### src/rtl/regs_arbiter_if.sv
// Bundle of both requester ports and the register-file access port.
// The arbiter takes the slave view; requesters and the register file take the master view.
interface regs_arbiter_if #(
  parameter int unsigned ADDR_W = 6,
  parameter int unsigned DATA_W = 8
);
  logic              rq0_req;
  logic              rq0_write;
  logic [ADDR_W-1:0] rq0_addr;
  logic [DATA_W-1:0] rq0_wdata;
  logic              rq0_ack;
  logic [DATA_W-1:0] rq0_rdata;

  logic              rq1_req;
  logic              rq1_write;
  logic [ADDR_W-1:0] rq1_addr;
  logic [DATA_W-1:0] rq1_wdata;
  logic              rq1_ack;
  logic [DATA_W-1:0] rq1_rdata;

  logic              read;
  logic              write;
  logic [ADDR_W-1:0] addr;
  logic [DATA_W-1:0] data_write;
  logic [DATA_W-1:0] data_read;

  modport master (
    output rq0_req, rq0_write, rq0_addr, rq0_wdata,
    input  rq0_ack, rq0_rdata,
    output rq1_req, rq1_write, rq1_addr, rq1_wdata,
    input  rq1_ack, rq1_rdata,
    input  read, write, addr, data_write,
    output data_read
  );

  modport slave (
    input  rq0_req, rq0_write, rq0_addr, rq0_wdata,
    output rq0_ack, rq0_rdata,
    input  rq1_req, rq1_write, rq1_addr, rq1_wdata,
    output rq1_ack, rq1_rdata,
    output read, write, addr, data_write,
    input  data_read
  );
endinterface

### src/rtl/regs_arbiter.sv
// Two-requester round-robin arbiter owning the PWM register file's single access port.
// One full transaction at a time: IDLE -> STROBE -> (CAPTURE) -> DONE.
module regs_arbiter #(
  parameter int unsigned ADDR_W = 6,
  parameter int unsigned DATA_W = 8
) (
  input logic           clk,
  input logic           rst_n,
  regs_arbiter_if.slave bus
);

  typedef enum logic [1:0] {StIdle, StStrobe, StCapture, StDone} state_e;

  state_e            r_state;
  logic              r_owner;
  logic              r_last;
  logic              r_dir;
  logic              r_read;
  logic              r_write;
  logic [ADDR_W-1:0] r_addr;
  logic [DATA_W-1:0] r_wdata;
  logic              r_ack0;
  logic              r_ack1;
  logic [DATA_W-1:0] r_rdata0;
  logic [DATA_W-1:0] r_rdata1;

  logic w_any_req;
  logic w_grant1;

  // Requester 1 wins when alone, or on contention when requester 0 was served last.
  assign w_any_req = bus.rq0_req | bus.rq1_req;
  assign w_grant1  = (bus.rq1_req & ~bus.rq0_req) | (bus.rq1_req & bus.rq0_req & ~r_last);

  always_ff @(posedge clk or negedge rst_n) begin
    if (!rst_n) begin
      r_state  <= StIdle;
      r_owner  <= 1'b0;
      r_last   <= 1'b1;
      r_dir    <= 1'b0;
      r_read   <= 1'b0;
      r_write  <= 1'b0;
      r_addr   <= '0;
      r_wdata  <= '0;
      r_ack0   <= 1'b0;
      r_ack1   <= 1'b0;
      r_rdata0 <= '0;
      r_rdata1 <= '0;
    end else begin
      unique case (r_state)
        StIdle: begin
          if (w_any_req) begin
            r_owner <= w_grant1;
            r_last  <= w_grant1;
            if (w_grant1) begin
              r_dir   <= bus.rq1_write;
              r_read  <= ~bus.rq1_write;
              r_write <= bus.rq1_write;
              r_addr  <= bus.rq1_addr;
              r_wdata <= bus.rq1_wdata;
            end else begin
              r_dir   <= bus.rq0_write;
              r_read  <= ~bus.rq0_write;
              r_write <= bus.rq0_write;
              r_addr  <= bus.rq0_addr;
              r_wdata <= bus.rq0_wdata;
            end
            r_state <= StStrobe;
          end
        end
        StStrobe: begin
          r_read  <= 1'b0;
          r_write <= 1'b0;
          if (r_dir) begin
            r_ack0  <= ~r_owner;
            r_ack1  <= r_owner;
            r_state <= StDone;
          end else begin
            r_state <= StCapture;
          end
        end
        StCapture: begin
          if (r_owner) begin
            r_rdata1 <= bus.data_read;
          end else begin
            r_rdata0 <= bus.data_read;
          end
          r_ack0  <= ~r_owner;
          r_ack1  <= r_owner;
          r_state <= StDone;
        end
        StDone: begin
          r_ack0  <= 1'b0;
          r_ack1  <= 1'b0;
          r_state <= StIdle;
        end
        default: r_state <= StIdle;
      endcase
    end
  end

  assign bus.read       = r_read;
  assign bus.write      = r_write;
  assign bus.addr       = r_addr;
  assign bus.data_write = r_wdata;
  assign bus.rq0_ack    = r_ack0;
  assign bus.rq1_ack    = r_ack1;
  assign bus.rq0_rdata  = r_rdata0;
  assign bus.rq1_rdata  = r_rdata1;

endmodule

### src/flat_wrapper.sv
// flat-port wrapper written by rule: the top's interface ports become plain ports
module regs_arbiter_flat 
#(
  parameter int unsigned ADDR_W = 6,
  parameter int unsigned DATA_W = 8
)
  (clk, rst_n, bus_rq0_req, bus_rq0_write, bus_rq0_addr, bus_rq0_wdata, bus_rq0_ack, bus_rq0_rdata, bus_rq1_req, bus_rq1_write, bus_rq1_addr, bus_rq1_wdata, bus_rq1_ack, bus_rq1_rdata, bus_read, bus_write, bus_addr, bus_data_write, bus_data_read);
  regs_arbiter_if #(.ADDR_W(ADDR_W), .DATA_W(DATA_W)) bus_i ();
  input logic clk;
  input logic rst_n;
  input wire logic [$bits(bus_i.rq0_req)-1:0] bus_rq0_req;
  input wire logic [$bits(bus_i.rq0_write)-1:0] bus_rq0_write;
  input wire logic [$bits(bus_i.rq0_addr)-1:0] bus_rq0_addr;
  input wire logic [$bits(bus_i.rq0_wdata)-1:0] bus_rq0_wdata;
  output wire logic [$bits(bus_i.rq0_ack)-1:0] bus_rq0_ack;
  output wire logic [$bits(bus_i.rq0_rdata)-1:0] bus_rq0_rdata;
  input wire logic [$bits(bus_i.rq1_req)-1:0] bus_rq1_req;
  input wire logic [$bits(bus_i.rq1_write)-1:0] bus_rq1_write;
  input wire logic [$bits(bus_i.rq1_addr)-1:0] bus_rq1_addr;
  input wire logic [$bits(bus_i.rq1_wdata)-1:0] bus_rq1_wdata;
  output wire logic [$bits(bus_i.rq1_ack)-1:0] bus_rq1_ack;
  output wire logic [$bits(bus_i.rq1_rdata)-1:0] bus_rq1_rdata;
  output wire logic [$bits(bus_i.read)-1:0] bus_read;
  output wire logic [$bits(bus_i.write)-1:0] bus_write;
  output wire logic [$bits(bus_i.addr)-1:0] bus_addr;
  output wire logic [$bits(bus_i.data_write)-1:0] bus_data_write;
  input wire logic [$bits(bus_i.data_read)-1:0] bus_data_read;
  assign bus_i.rq0_req = bus_rq0_req;
  assign bus_i.rq0_write = bus_rq0_write;
  assign bus_i.rq0_addr = bus_rq0_addr;
  assign bus_i.rq0_wdata = bus_rq0_wdata;
  assign bus_rq0_ack = bus_i.rq0_ack;
  assign bus_rq0_rdata = bus_i.rq0_rdata;
  assign bus_i.rq1_req = bus_rq1_req;
  assign bus_i.rq1_write = bus_rq1_write;
  assign bus_i.rq1_addr = bus_rq1_addr;
  assign bus_i.rq1_wdata = bus_rq1_wdata;
  assign bus_rq1_ack = bus_i.rq1_ack;
  assign bus_rq1_rdata = bus_i.rq1_rdata;
  assign bus_read = bus_i.read;
  assign bus_write = bus_i.write;
  assign bus_addr = bus_i.addr;
  assign bus_data_write = bus_i.data_write;
  assign bus_i.data_read = bus_data_read;
  regs_arbiter #(.ADDR_W(ADDR_W), .DATA_W(DATA_W)) u_core (.clk(clk), .rst_n(rst_n), .bus(bus_i));
endmodule
### config.mk
export PLATFORM = sky130hd
export DESIGN_NAME = regs_arbiter_flat
export DESIGN_NICKNAME = d
export VERILOG_FILES = /design/src/rtl/regs_arbiter_if.sv /design/src/rtl/regs_arbiter.sv /design/src/flat_wrapper.sv
export SDC_FILE = /design/constraint.sdc
export NUM_CORES = 1
export LEC_CHECK = 0
export ABC_CLOCK_PERIOD_IN_PS = 1700
export CAP_MARGIN = 15
export CORE_ASPECT_RATIO = 0.8
export CORE_MARGIN = 2
export CORE_UTILIZATION = 33
export DETAILED_ROUTE_END_ITERATION = 6
export PLACE_DENSITY_LB_ADDON = 0.25
export SYNTH_ARGS = -nofsm -noshare
export SYNTH_HDL_FRONTEND = slang
export SYNTH_SLANG_ARGS = --single-unit
### constraint.sdc
create_clock -name clk -period 1.7 [get_ports clk]
set_clock_uncertainty 0.15 [all_clocks]
set_input_delay 0.34 -clock clk [delete_from_list [all_inputs] [get_ports clk]]
set_output_delay 0.34 -clock clk [all_outputs]
set_load 0.02 [all_outputs]
# Yosys cells after proc, flatten, opt, wreduce, memory -nomap -nowiden
# Cells that the tools add are included.
# word_totals
ff_bits	39
latchBits	0
ram_bits	0
romBits	0
input_bits	42
out_inout_bits	34
word_cells	50
n_memories	0
# op_classes
n_addsub	0
multipliers	0
div_mod_pow	0
magnitude_cmp	0
eq_ne	5
shift	0
n_mux	15
bitwise	10
reduce_logical	8
# op_table
operator	count
AND reduction 2 bit	5
two-way mux 8 bit	1
one-hot mux 2 bit (4 select lines)	1
two-way mux 1 bit	7
two-way mux 6 bit	1
one-hot mux 1 bit (3 select lines)	2
NOT 1 bit	5
equality test 2 bit, second input constant	2
inequality test 2 x 1 -> 1 bit, second input constant	2
one-hot mux 1 bit (2 select lines)	2
bitwise AND 1 bit	3
nonzero test 3 bit	1
equality test 2 x 1 -> 1 bit, second input constant	1
zero test 2 bit	1
two-way mux 2 bit	1
bitwise OR 1 bit	2
nonzero test 2 bit	1

# Depth between registers and ports, before layout
# logic_depth
depth_word	6
ltp_mapped	6
ltp_nobuf	5

# Worst setup path after synthesis
# OpenSTA, ideal clock, no wires.
# synth_timing
path_kind	register to register
from	reg u_core.r_state[0]
to	reg u_core.r_state[0]
setup_ps	138
t_arrival_ps	1377
required_ps	1412
slack_ps	35
path_stages_with_launch	6
path_buffers	0
period_less_slack_ps	1665
path_cell_list	dfrtp_1 -> inv_1 -> ha_1 -> or3b_2 -> o21ai_0 -> a21oi_1
# synth_between
elab_chain_len	2
elab_cells_between_ends	6
cone_classes	4 x eq/ne; 1 x mux; 1 x reduce/logical
# synth_lines
element	line_no	rtl
from (decl)	regs_arbiter.sv:14	state_e r_state;
from (signal assigned)	regs_arbiter.sv:36	r_state <= StIdle;
from (signal assigned)	regs_arbiter.sv:67	r_state <= StStrobe;
from (signal assigned)	regs_arbiter.sv:76	r_state <= StDone;
equality test 2 bit (tied with other cells)	regs_arbiter.sv:49	unique case (r_state)
one-hot mux 2 bit (4 select lines) or inequality test 2 x 1 -> 1 bit (tied branches)	n/a	
# Parallel ways exist; a longest one is shown, timed or not.
# A chain may end at the register's enable or synchronous reset.

# Final worst setup path
# layout_timing
from	reg u_core.r_state[1]
to	reg u_core.r_read (netlist: u_core.bus.read)
# layout_between
elab_chain_len	3
elab_cells_between_ends	6
cone_classes	2 x eq/ne; 1 x mux; 3 x reduce/logical
# layout_lines
element	line_no	rtl
zero test 2 bit or equality test 2 x 1 -> 1 bit (tied branches)	regs_arbiter.sv:49	
inequality test 2 x 1 -> 1 bit (no line) or nonzero test 2 bit (tied branches)	n/a	
AND reduction 2 bit (no line)	n/a	
to (signal assigned)	regs_arbiter.sv:56	r_read <= ~bus.rq1_write;
to (signal assigned)	regs_arbiter.sv:62	r_read <= ~bus.rq0_write;
to (decl)	regs_arbiter.sv:18	logic r_read;
# Parallel ways exist; a longest one is shown, timed or not.

==> results_dict.tcl <==
set metrics [dict create \
    outcome "finished clean" \
    final_cell_mix "clkdlybuf4s50_1 (40), dfrtp_1 (38), dlygate4sd2_1 (34)" \
    drt-initial-drc-count 27 \
    timing.slew.headroom_pct 75.1 \
    syn_area_per_cell_um2 12.1 \
    synthMuxAreaShare_pct 20.5 \
    place_congestion 0.777 \
    use_met3_pct 5.12 \
    dp.cells 290 \
    use_met2_pct 22.3 \
    fp-row-count 23 \
    nets 283 \
    yosysTopAreaCellShare_pct 54.8 \
    met1_usage_pct 16.8 \
    internal_power_mw 3.04 \
    root_buffer "clkbuf_8" \
    yosysSeqAreaShare_pct 56.3 \
    post-route-min-period_ps 1580 \
    cts.clk_slew.worst_paths_ps 80 \
    die_h_um 68.9 \
    mostFrequentLayoutCell "clkdlybuf4s50_1" \
    required_ps 1720 \
    synthXorXnorAreaFrac_pct 0 \
    p_leak_nw 1.34 \
    synthCells 143 \
    die_area_um2 5860 \
    synth-edff-count 0 \
    synthSimpleGateAreaFrac_pct 7.07 \
    drive_gt1_share_pct 21.9 \
    initial_core_util_pct 34.5 \
    yosys_warnings 0 \
    ctsHtreeMaxLevel 2 \
    grt_max_degree 28 \
    yosysTopAreaCell "dfrtp_1" \
    fillers 457 \
    maxCapViolCount 0 \
    syn2layout_area_growth_pct 61.3 \
    cts_sinks 39 \
    endpoint_kind "flop" \
    routed_wl_um 3780 \
    synth_seq_cells 39 \
    synthArstFlopShare_pct 100 \
    whs_ps 326 \
    drt-pass1-iter-count 4 \
    p_per_area_nw_per_um2 1740 \
    route.detailed.drc 0 \
    crit_chain "inv_2 > buf_4 > ha_4 > buf_4 > nor2_1 > and2_1 > a211o_1" \
    p_switching_mw 1.83 \
    path_depth 7 \
    swShare_pct 37.6 \
    fmax_mhz 634 \
    grt_pass1_wl_um 6130 \
    grt_pass1_vias 1375 \
    synth-compound-area-share_pct 9.01 \
    io_buffers 75 \
    critical-path-top-delay-family "flip-flops" \
    post-cts-setup-buffer-count 0 \
    dp_hpwl_um 2960 \
    vias 1398 \
    worstSetupPathType "reg2reg" \
    hold_class "in2async" \
    start_kind "flop" \
    diodes 0 \
    finalMaxSlewViolations 0 \
    cts_buffer_depth 2 \
    synth_area_leaders "dfrtp_1 (55%), mux2_2 (12%), mux2i_1 (8.1%), nand2_1 (4.1%), ha_1 (3.6%)" \
    cp_num_buf_inv 3 \
    worstMarginPinSlew_ps 364 \
    synthAdderAreaFrac_pct 3.60 \
    viasPerCell 4.68 \
    grt_overflow 0 \
    power_frac_seq_pct 33.2 \
    ys.flop_type "dfrtp_1" \
    yosysUniqueCellTypes 26 \
    clk_latency_ps 290 \
    path_max_fanout 3 \
    total_power_mw 4.88 \
    core_area_um2 5040 \
    syn_area_um2 1740 \
    cts_made_buffers 5 \
    rsz0062_at_grt "no" \
    setup_viol 0 \
    grt_antenna_before_repair 0 \
    cts_tree "done" \
    worstPathArrival_ps 1600 \
    pin_count 76 \
    grt_usage_pct 13.6 \
    pwr-share-comb_pct 51.2 \
    synth_top_family_by_area "multiplexers" \
    ir_drop_mv 0.820 \
    antenna_left 0 \
    synth_fp_nets 190 \
    timing.final.crit_share_pct 92.8 \
    finalNonFillerCells 299 \
    crit_slowest_cell "dfrtp_1" \
    wl_per_cell_um 12.7 \
    die_x_um 85.1 \
    critical-path-max-stage-delay_ps 390 \
    busiest_layer "met2" \
    r2r_cells 7 \
    final_hold_viol_count 0 \
    clkPwrFrac_pct 15.6 \
    cp_common_cell "buf_4" \
]
state kept, by name, summed over array words and instances, names as in the netlist:
signal                 flops
u_core.r_dir               1
u_core.bus.read            1
u_core.bus.rq1_rdata       8
u_core.r_last              1
u_core.bus.data_write      8
u_core.r_owner             1
u_core.bus.rq1_ack         1
u_core.bus.addr            6
u_core.bus.rq0_rdata       8
u_core.r_state             2
u_core.bus.write           1
u_core.bus.rq0_ack         1
per-layer routing:
layer | part of all wire, % | vias to the layer above
li1 | - | 690
met1 | 45 | 644
met3 | 9.8 | 4
met5 | 0 | -
met4 | 0.77 | 0
met2 | 44 | 60
synth_stat cells (all sizes together), types with 2 or more instances:
master  count
buf         5
nor2        3
mux2i      15
ha          5
nand2      19
dfrtp      38
inv         4
nor2b       2
mux2       18
a21oi       3
o21ai      20
power by group through the flow:
stage | Clock [mW] | Combinational [mW] | Sequential (mW)
floorplan | 0 | 0.921 | 2.13
global placement | 0 | 2.68 | 1.65
detailed placement | 0 | 2.72 | 1.65
CTS | 0.786 | 2.48 | 1.63
global route | 0.832 | 2.73 | 1.69
finish | 0.762 | 2.50 | 1.62
repair_timing:
| action | 4_1_cts | 5_1_grt |
|---|---|---|
| hold buffers | 1 | 0 |
| resized for setup | 36 | 6 |
| pin swaps | 0 | 0 |
| endpoints found under the setup margin | 36 | 6 |
| endpoints found under the hold margin | 10 | 0 |
worst paths after layout:
path | endpoint | start | slack (ps)
max in group asynchronous | u_core.bus.addr[4] | rst_n | 600
min | u_core.r_state[0] | rst_n | 330
min in group clk | u_core.bus.addr[3] | u_core.bus.addr[3] | 330
max | u_core.bus.read | u_core.r_state[1] | 120
max reg2reg | u_core.bus.read | u_core.r_state[1] | 120
min reg2reg | u_core.bus.addr[3] | u_core.bus.addr[3] | 330
kinds of logic after synthesis:
| kind of cell | after synthesis |
|---|---|
| DFF | 39 |
| muxes | 33 |
| AOI/OAI and AO/OA | 28 |
| and+or+nand+nor | 28 |
| buffers and inverters | 10 |
| adders and majority gates | 5 |
cell type report:
type	count	area (um2)	share of cell area [%]
tap	62	77.6	2.77
multi-input combinational	94	733	26.2
clock buffer	5	68.8	2.46
timing repair buffer	92	883	31.6
sequential	39	977	34.9
clock inverter	3	43.8	1.56
inverter	4	15.0	0.536
per-stage QoR:
step | cell area (um2) | setup TNS [ps] | setup slack [ps] | utilization (%)
after floorplan | 1740 | 0 | 35.0 | -
after global placement | 2690 | -1670 | -137 | 53.4
after detailed placement | 2690 | -2190 | -162 | 53.4
after CTS | 2780 | 0 | 1.94 | 55.2
after global routing | 2800 | 0 | 43.5 | 55.6
final | 2800 | 0 | 122 | 55.6
Note: power is estimated with default switching activity, not from simulation.
